**config.mk**
```make
export PLATFORM = sky130hd
export DESIGN_NAME = fetch_unit
export DESIGN_NICKNAME = d
export VERILOG_FILES = /design/src/rtl/rv32_pkg.sv /design/src/rtl/fetch_fifo.sv /design/src/rtl/fetch_unit.sv
export SDC_FILE = /design/constraint.sdc
export NUM_CORES = 1
export LEC_CHECK = 0
export CORE_MARGIN = 2
export CORE_UTILIZATION = 35
export DETAILED_ROUTE_END_ITERATION = 10
export HOLD_SLACK_MARGIN = 0.05
export PLACE_DENSITY = 0.62
export SLEW_MARGIN = 15
export SYNTH_ARGS = -nofsm -noshare
export SYNTH_HDL_FRONTEND = slang
export SYNTH_HIERARCHICAL = 1
export SYNTH_SLANG_ARGS = --single-unit
```
**constraint.sdc**
```tcl
create_clock -name clk -period 5.4 [get_ports clk]
set_input_delay 1.08 -clock clk [delete_from_list [all_inputs] [get_ports clk]]
set_output_delay 1.08 -clock clk [all_outputs]
set_load 0.1 [all_outputs]
```
**src/rtl/rv32_pkg.sv**
```systemverilog
// Shared rv32i core types: data widths, canonical NOP, fetch FSM states and fault codes.
package rv32_pkg;
  localparam int XLEN = 32;
  localparam int ILEN = 32;
  localparam logic [ILEN-1:0] NOP = 32'h0000_0013;

  typedef enum logic [1:0] {
    RUN   = 2'd0,
    HALT  = 2'd1,
    FAULT = 2'd2
  } fetch_state_e;

  typedef enum logic [1:0] {
    FC_NONE     = 2'd0,
    FC_MISALIGN = 2'd1,
    FC_RANGE    = 2'd2
  } fault_cause_e;
endpackage

```
**src/rtl/fetch_fifo.sv**
```systemverilog
// Sync prefetch FIFO with registered head; a write is visible at the head one cycle later.
// Push into a full FIFO is accepted only alongside a pop; flush overrides push and pop.
module fetch_fifo #(
  parameter int WIDTH = 64,
  parameter int DEPTH = 2,
  localparam int AW = $clog2(DEPTH)
) (
  input  logic             clk,
  input  logic             rst_n,
  input  logic             push,
  input  logic [WIDTH-1:0] push_data,
  input  logic             pop,
  input  logic             flush,
  output logic [AW:0]      count,
  output logic             head_valid,
  output logic [WIDTH-1:0] head_data
);
  localparam logic [AW:0] FULL = (AW+1)'(DEPTH);

  logic [WIDTH-1:0] mem [DEPTH];
  logic [AW-1:0]    rd_ptr, wr_ptr, rd_nxt, wr_nxt;
  logic [AW:0]      count_nxt;
  logic [WIDTH-1:0] head_nxt;
  logic             do_push, do_pop;

  assign do_pop     = pop && (count != '0) && !flush;
  assign do_push    = push && ((count < FULL) || do_pop) && !flush;
  assign head_valid = (count != '0);

  always_comb begin
    rd_nxt    = rd_ptr;
    wr_nxt    = wr_ptr;
    count_nxt = count;
    head_nxt  = head_data;
    if (flush) begin
      rd_nxt    = '0;
      wr_nxt    = '0;
      count_nxt = '0;
    end else begin
      if (do_pop)  rd_nxt = rd_ptr + AW'(1);
      if (do_push) wr_nxt = wr_ptr + AW'(1);
      count_nxt = count + (AW+1)'(do_push) - (AW+1)'(do_pop);
    end
    // Head register tracks the next head; a same-cycle write bypasses the array.
    if (count_nxt != '0)
      head_nxt = (do_push && (wr_ptr == rd_nxt)) ? push_data : mem[rd_nxt];
  end

  always_ff @(posedge clk or negedge rst_n) begin
    if (!rst_n) begin
      rd_ptr    <= '0;
      wr_ptr    <= '0;
      count     <= '0;
      head_data <= '0;
    end else begin
      rd_ptr    <= rd_nxt;
      wr_ptr    <= wr_nxt;
      count     <= count_nxt;
      head_data <= head_nxt;
    end
  end

  always_ff @(posedge clk) begin
    if (do_push) mem[wr_ptr] <= push_data;
  end
endmodule

```
**src/rtl/fetch_unit.sv**
```systemverilog
// Instruction fetch: owns the PC, reads imem combinationally and queues {pc, instr} for decode.
// One-cycle fetch-to-decode latency; stalls fetch when the prefetch FIFO is full and not popping.
module fetch_unit
  import rv32_pkg::*;
#(
  parameter logic [XLEN-1:0] RESET_PC   = 32'h0000_0000,
  parameter int              FIFO_DEPTH = 2,
  parameter int              IMEM_WORDS = 1024
) (
  input  logic            clk,
  input  logic            rst_n,
  input  logic            fetch_en,
  output logic [XLEN-1:0] imem_addr,
  input  logic [ILEN-1:0] imem_rdata,
  input  logic            redirect_valid,
  input  logic [XLEN-1:0] redirect_pc,
  output logic            out_valid,
  input  logic            out_ready,
  output logic [XLEN-1:0] out_pc,
  output logic [ILEN-1:0] out_instr,
  output logic            fault,
  output logic [1:0]      fault_cause
);
  localparam int CW = $clog2(FIFO_DEPTH) + 1;
  localparam logic [XLEN-1:0] PC_LIMIT = XLEN'(IMEM_WORDS * 4);

  fetch_state_e           state_q, state_nxt;
  fault_cause_e           cause_q;
  logic [XLEN-1:0]        pc_q;
  logic [CW-1:0]          fifo_count;
  logic                   fifo_push, fifo_pop, fifo_flush;
  logic                   head_valid;
  logic [XLEN+ILEN-1:0]   head_data;
  logic                   redirect_ok, misalign, space, try_fetch, out_of_range;

  // Redirects are ignored once faulted so the faulting PC stays visible.
  assign redirect_ok  = redirect_valid && (state_q != FAULT);
  assign misalign     = redirect_ok && (redirect_pc[1:0] != 2'b00);
  assign fifo_pop     = head_valid && out_ready;
  assign space        = (fifo_count < CW'(FIFO_DEPTH)) || fifo_pop;
  assign try_fetch    = (state_q == RUN) && fetch_en && !redirect_valid && space;
  assign out_of_range = try_fetch && (pc_q >= PC_LIMIT);

  always_ff @(posedge clk or negedge rst_n) begin
    if (!rst_n) state_q <= RUN;
    else        state_q <= state_nxt;
  end

  always_comb begin
    state_nxt = state_q;
    case (state_q)
      RUN: begin
        if (misalign)                          state_nxt = FAULT;
        else if (out_of_range)                 state_nxt = FAULT;
        else if (!fetch_en && !redirect_valid) state_nxt = HALT;
      end
      HALT: begin
        if (misalign)      state_nxt = FAULT;
        else if (fetch_en) state_nxt = RUN;
      end
      default: state_nxt = FAULT;
    endcase
  end

  always_comb begin
    fifo_push  = try_fetch && !out_of_range;
    fifo_flush = redirect_ok;
    fault      = (state_q == FAULT);
  end

  always_ff @(posedge clk or negedge rst_n) begin
    if (!rst_n) begin
      pc_q    <= RESET_PC;
      cause_q <= FC_NONE;
    end else begin
      if (redirect_ok)    pc_q <= redirect_pc;
      else if (fifo_push) pc_q <= pc_q + 32'd4;
      if (misalign)          cause_q <= FC_MISALIGN;
      else if (out_of_range) cause_q <= FC_RANGE;
    end
  end

  fetch_fifo #(
    .WIDTH (XLEN + ILEN),
    .DEPTH (FIFO_DEPTH)
  ) u_fifo (
    .clk        (clk),
    .rst_n      (rst_n),
    .push       (fifo_push),
    .push_data  ({pc_q, imem_rdata}),
    .pop        (fifo_pop),
    .flush      (fifo_flush),
    .count      (fifo_count),
    .head_valid (head_valid),
    .head_data  (head_data)
  );

  assign imem_addr   = pc_q;
  assign out_valid   = head_valid;
  assign out_pc      = head_data[XLEN+ILEN-1:ILEN];
  assign out_instr   = head_data[ILEN-1:0];
  assign fault_cause = cause_q;
endmodule
```
# ---- Yosys cells after proc, flatten, opt, wreduce, memory -nomap -nowiden
# Memories as Yosys holds them, arrays and structs flattened. A register that Yosys moved wholly into a read port is not among the register bits.
# Cells that the tools add are included.
dict set report word_totals {
  ff_bits 40
  ram_bits 128
  out_inout_bits 100
  elab_cells 64
  memories 1
}
dict set report op_classes {
  n_addsub 5
  n_lt_le_gt_ge 2
  n_eq_ne 5
  muxes 17
  n_reduce_logical 28
}
# name words width rd rd_clocked_by_memory_dff wr line_no
set mem_list {}
lappend mem_list {u_fifo.mem 2 64 1 1 1 fetch_fifo.sv:20} ;# logic [WIDTH-1:0] mem [DEPTH];
# operator count
set op_table {}
lappend op_table {{$mux 32} 2}
lappend op_table {{$add 32x3->32 const B} 1}
lappend op_table {{$ge 32x13->1 const B} 1}
lappend op_table {{$mux 2} 8}
lappend op_table {{$logic_and 1x1->1} 13}
lappend op_table {{$reduce_bool 2->1} 6}
lappend op_table {{$mux 1} 6}
lappend op_table {{$logic_not 1->1} 5}
lappend op_table {{$ne 4x3->1 const B} 1}
lappend op_table {{$pmux 2 s2} 1}
lappend op_table {{$ne 3x3->1 const B} 1}
lappend op_table {{$add 1x1->1 const B} 2}
lappend op_table {{$add 2x1->2} 1}
lappend op_table {{$eq 2x1->1 const B} 1}
lappend op_table {{$eq 2x2->1 const B} 1}
lappend op_table {{$logic_not 2->1} 1}
lappend op_table {{$logic_or 1x1->1} 2}
lappend op_table {{$lt 2x2->1 const B} 1}
lappend op_table {{$ne 2x2->1 const B} 1}
lappend op_table {{$reduce_and 2->1} 1}
lappend op_table {{$sub 2x1->2} 1}

# ---- Depth between registers and ports, before layout
dict set report logic_depth {
  ltp_word 13
  mapped_depth 16
  depth_no_buf 13
}

# ---- Hierarchy
# Netlist, hierarchy kept.
# mod instances cells_each area_each_um2
set modules_own_cells {}
lappend modules_own_cells {fetch_fifo 1 584 7858.8}
lappend modules_own_cells {fetch_unit 1 205 1780.5}

# ---- Worst setup path after synthesis
# OpenSTA, ideal clock, no wires.
dict set report synth_path {
  kind {input -> register}
  start {in redirect_valid}
  end {mem u_fifo.mem[0][0] (enable)}
  setup_time_ns 0.487
  arrival_time_ns 5.366
  required_ns 4.913
  path_slack_ns -0.454
  path_stages 7
  path_buffers 1
  cell_sequence {or4b_4 -> a2111o_1 -> buf_2 -> nor2_1 -> o211a_1 -> inv_1 -> nor2_1}
}
dict set report synth_via {
  elab_chain_len 10
  word_cells_on_any_way 14
  classes_between {2 x mux; 12 x reduce/logical}
}
# item line_no
set synth_lines {}
lappend synth_lines {{start: declaration} fetch_unit.sv:15} ;# input logic redirect_valid,
lappend synth_lines {{$logic_not 1->1 *} fetch_unit.sv:41} ;# assign try_fetch = (state_q == RUN) && fetch_en && !redirect_valid && space;
lappend synth_lines {{$logic_and 1x1->1 * (2 in a row)} fetch_unit.sv:41}
lappend synth_lines {{$logic_and 1x1->1} fetch_unit.sv:42} ;# assign out_of_range = try_fetch && (pc_q >= PC_LIMIT);
lappend synth_lines {{$logic_not 1->1} fetch_unit.sv:66} ;# fifo_push = try_fetch && !out_of_range;
lappend synth_lines {{$logic_and 1x1->1 *} fetch_unit.sv:66}
lappend synth_lines {{via fifo_push} fetch_unit.sv:31} ;# logic fifo_push, fifo_pop, fifo_flush;
lappend synth_lines {{$logic_and 1x1->1 * (2 in a row)} fetch_fifo.sv:27} ;# assign do_push = push && ((count < FULL) || do_pop) && !flush;
lappend synth_lines {{$mux 1 *} fetch_fifo.sv:64} ;# if (do_push) mem[wr_ptr] <= push_data;
lappend synth_lines {{$mux 1 (not written as such) *} fetch_fifo.sv:64}
lappend synth_lines {{end: declaration} fetch_fifo.sv:20}
# The timed path passes the listed nets; every way through them passes the cells marked *.

# ---- Worst setup path in the final report
dict set report layout_path {
  start {in redirect_valid}
  end {reg u_fifo.head_data[0] (read register of u_fifo.mem)}
}
dict set report layout_via {
  elab_chain_len 12
  word_cells_on_any_way 18
  classes_between {2 x add/sub; 3 x mux; 13 x reduce/logical}
}
# item line_no
set layout_lines {}
lappend layout_lines {{$logic_not 1->1 *} fetch_unit.sv:41}
lappend layout_lines {{$logic_and 1x1->1 * (2 in a row)} fetch_unit.sv:41}
lappend layout_lines {{$logic_and 1x1->1} fetch_unit.sv:42}
lappend layout_lines {{$logic_not 1->1} fetch_unit.sv:66}
lappend layout_lines {{$logic_and 1x1->1 *} fetch_unit.sv:66}
lappend layout_lines {{via fifo_push} fetch_unit.sv:31}
lappend layout_lines {{$logic_and 1x1->1 * (2 in a row)} fetch_fifo.sv:27}
lappend layout_lines {{$add 2x1->2 *} fetch_fifo.sv:42} ;# count_nxt = count + (AW+1)'(do_push) - (AW+1)'(do_pop);
lappend layout_lines {{$sub 2x1->2 *} fetch_fifo.sv:42}
lappend layout_lines {{$mux 2 *} fetch_fifo.sv:35} ;# if (flush) begin
lappend layout_lines {{$reduce_bool 2->1 *} fetch_fifo.sv:45} ;# if (count_nxt != '0)
lappend layout_lines {{end: declaration} fetch_fifo.sv:16} ;# output logic [WIDTH-1:0] head_data
# Marks and branches as above.
# A chain may end at the register's enable or synchronous reset.

==> metrics.csv <==
stage,metric,value,unit
clocking,H-tree depth,1,
logic_synthesis,Post-synth EDFFs,128,
power_and_ir_drop,Comb power frac,0.408,
clocking,post-cts sizing count,0,
logic_synthesis,Post-synth top cells,"nand2_1, edfxtp_1, dfrtp_1",
routing,# DRC,0,
worst_hold_path,Hold Path Depth,1,
cells_and_area,NumNets Final,1022,
worst_setup_path,"CP delay by family, top",compound AO/OA/AOI/OAI gates,
timing,FMAX,0.220,GHz
logic_synthesis,Synth Register Bits,232,
global_routing,vias in the first global route,6860,
timing,Fin Setup TNS,0,ps
run,maxcap violations,0,
worst_setup_path,Startpoint Class,input pin,
clocking,clock slew at reported path FFs,60,ps
worst_setup_path,Buffers & Inverters on Critical Path,4,
floorplan,Core ar.,27000,um^2
routing,drt initial violations,454,
routing,Routed Antenna Nets,0,
placement,port buffer count,168,
global_routing,Congestion Overflow GR,0,
power_and_ir_drop,static leakage,0.00476,uW
timing,fin. max-slew vios,0,
power_and_ir_drop,clock network fraction of total power,0.242,
logic_synthesis,count of cell types in the netlist,57,
timing,skew final,15.7,ps
power_and_ir_drop,switching share of power,0.455,
clocking,Setup Buffers After CTS,0,
global_routing,largest net degree at the start of global routing,129,
timing,crit share post-route,0.842,
floorplan,height of the die,170,um
logic_synthesis,Synth Warn #,6,
cells_and_area,Fillers,2449,
clocking,CTS tree,done,
worst_hold_path,Hold Path Class,flop to flop,
logic_synthesis,Synth top area share,0.399,
logic_synthesis,asr flop ratio synth,0.448,
floorplan,Die Width,170,um
power_and_ir_drop,Cell Int Power,3910,uW
timing,final hold vios,0,
worst_hold_path,Hold Startpoint,u_fifo/head_data[7],
clocking,clock sinks,232,
worst_setup_path,"critical path fanouts, max",35,
power_and_ir_drop,maximum vdd drop,544,uV
logic_synthesis,Synth Instances,789,
worst_setup_path,worst reg2reg path startpoint,imem_addr[25],
worst_setup_path,CP peak stage delay,650,ps
routing,Total Wirelength,24000,um
routing,Via Count,6716,
routing,Vias per Instance,5.13,
worst_setup_path,worst path arrival time,4970,ps
clocking,clock root cell,clkbuf_16,
worst_setup_path,r2r setup slk,1170,ps
power_and_ir_drop,part of the power in registers,0.350,
logic_synthesis,most common cell in the netlist,nand2_1,
placement,Detailed Place HPWL,14200,um
power_and_ir_drop,Cell Pwr Density,578,nW/um^2
timing,# setup viols final,0,
timing,RSZ-0062 raised after global routing,false,
cells_and_area,Util after Layout,0.459,
worst_setup_path,Critical Path End Type,flop,
floorplan,initial core utilization,0.357,
floorplan,boundary pin count,169,
logic_synthesis,Mapped Avg Cell Area,12.2,um^2
worst_setup_path,cells on worst reg2reg path,13,
global_routing,initial antenna violation count,0,
routing,per-cell routed wire length,18.3,um
power_and_ir_drop,P_sw,3260,uW
floorplan,Die Area,28900,um^2
worst_hold_path,Hold Path Sink,u_fifo/head_data[7],
global_routing,first-pass GRT wire length,38100,um
logic_synthesis,syn nets,862,
clocking,total CTS buffers,26,
timing,Slew HR,0.284,
logic_synthesis,Post-synth top flop,edfxtp_1,
cells_and_area,layout cells sized above 1,0.0753,
outcome,status,"finished, final reports clean",
cells_and_area,diode count,0,
worst_setup_path,Worst R2R End,u_fifo/head_data[0],
routing,total iterations of the first detailed-routing run,4,
worst_setup_path,CP max-delay cell,o21bai_4,
timing,worst slew pin tran,1070,ps
logic_synthesis,post-synthesis sequential area ratio,0.669,
worst_setup_path,crit path kind,input pin to flop,
cells_and_area,"Area growth, synth to finish",28.7,%
clocking,Skew-Pair Late Insertion Delay,520,ps
global_routing,GRT Overall Usage,0.166,
worst_setup_path,Worst Path Required,5820,ps
logic_synthesis,Yosys top cell by area,edfxtp_1,
placement,Final GP Congestion,0.793,
worst_setup_path,crit-path cells,"clkdlybuf4s50_1, or4b_4, a2111o_1, nor2_1, o211a_1, inv_1, ha_1, inv_1, ha_1, xnor2_2, o21bai_4, buf_12, o21ai_0, o2bb2ai_1",
logic_synthesis,mapped cell area,9640,um^2
clocking,Hold Buf Count CTS,0,
floorplan,Rows,60,
timing,Tmin final,4550,ps
clocking,CTS max path bufs,3,
logic_synthesis,Synth area leaders,"edfxtp_1, dfrtp_1, nand2_1",
==> registers in the layout, indices dropped and copies added, names as in the netlist <==
name and count:
u_fifo/wr_ptr 1, u_fifo/mem 128, imem_addr 32, state_q 2, u_fifo/rd_ptr 1, u_fifo/head_data 64
u_fifo/count 2, fault_cause 2
==> through the flow <==
| stage | power [uW] | area [um^2] | hold WS (ps) | cells | setup WS (ps) |
|---|---|---|---|---|---|
| finish | 7170 | 12400 | 485 | 1310 | 853 |
| global route | 7420 | 12400 | 500 | 1310 | 598 |
| CTS | 7240 | 12400 | 490 | 1310 | 880 |
| detailed placement | 5480 | 11500 | 473 | 1262 | 355 |
| global placement | 5460 | 11500 | 472 | 1262 | 476 |
| floorplan | 4660 | 9640 | 445 | 789 | 646 |
==> power groups by stage <==
stage / clock (uW) / sequential, uW / combinational, uW
2_1_floorplan: 0 / 4330 / 339
3_3_place_gp: 0 / 2540 / 2920
3_5_place_dp: 0 / 2540 / 2930
4_1_cts: 1780 / 2520 / 2940
5_1_grt: 1850 / 2560 / 3010
6_report: 1730 / 2510 / 2920
==> cells in the final DEF (no fill, tap or decap), types with 2 or more instances in the layout <==
cell type,instances
clkinv_1,2
and3_1,70
o211a_1,2
nand2_1,194
clkinv_2,4
a21oi_1,3
o31ai_1,4
nor2b_1,2
inv_1,10
or4_1,6
a31oi_1,7
dfrtp_1,104
edfxtp_1,128
o211ai_1,3
xor2_1,3
o2bb2ai_1,63
clkbuf_8,3
clkdlybuf4s50_1,167
nor4_1,4
clkbuf_1,6
buf_12,2
bufinv_16,2
nor2_1,15
clkbuf_16,27
mux2_2,3
buf_4,13
nor2_4,2
nand4_1,4
a211oi_1,2
inv_2,2
clkinvlp_4,4
nand3_1,9
o21ai_0,68
ha_1,4
==> routing by layer <==
metal  share of wire  global-route usage
met1            0.45               0.228
met4           0.018              0.0398
met2            0.48               0.278
met3           0.049              0.0270
met5               0                   0
==> area by class of cell <==
cell class,instances,area [um^2],area share
multi-input combinational,495,2820,0.227
tap,341,427,0.0344
timing repair buffer,182,1810,0.146
sequential,232,6450,0.520
inverter,12,45.0,0.00363
clock buffer,36,739,0.0596
clock inverter,12,118,0.00948
==> kinds of logic after synthesis <==
logic type      after synthesis  synth area share
simple gates                320             0.155
flops                       232             0.669
compound gates              162             0.119
buf+inv                      62            0.0422
xor+xnor                      5           0.00532
mux                           4           0.00493
fa+ha+maj                     4           0.00519
==> worst max-delay path by stage <==
stage                         startpoint  depth (start not counted)              endpoint  slack, ps
after floorplan           redirect_valid                          7      u_fifo/mem[0][0]        650
after detailed placement  redirect_valid                         14  u_fifo/head_data[35]        350
after CTS                 redirect_valid                         14   u_fifo/head_data[0]        880
final                     redirect_valid                         14   u_fifo/head_data[0]        850
after global placement    redirect_valid                         14  u_fifo/head_data[23]        480
after global routing      redirect_valid                         14   u_fifo/head_data[0]        600
Note: power is estimated with default switching activity, not from simulation.
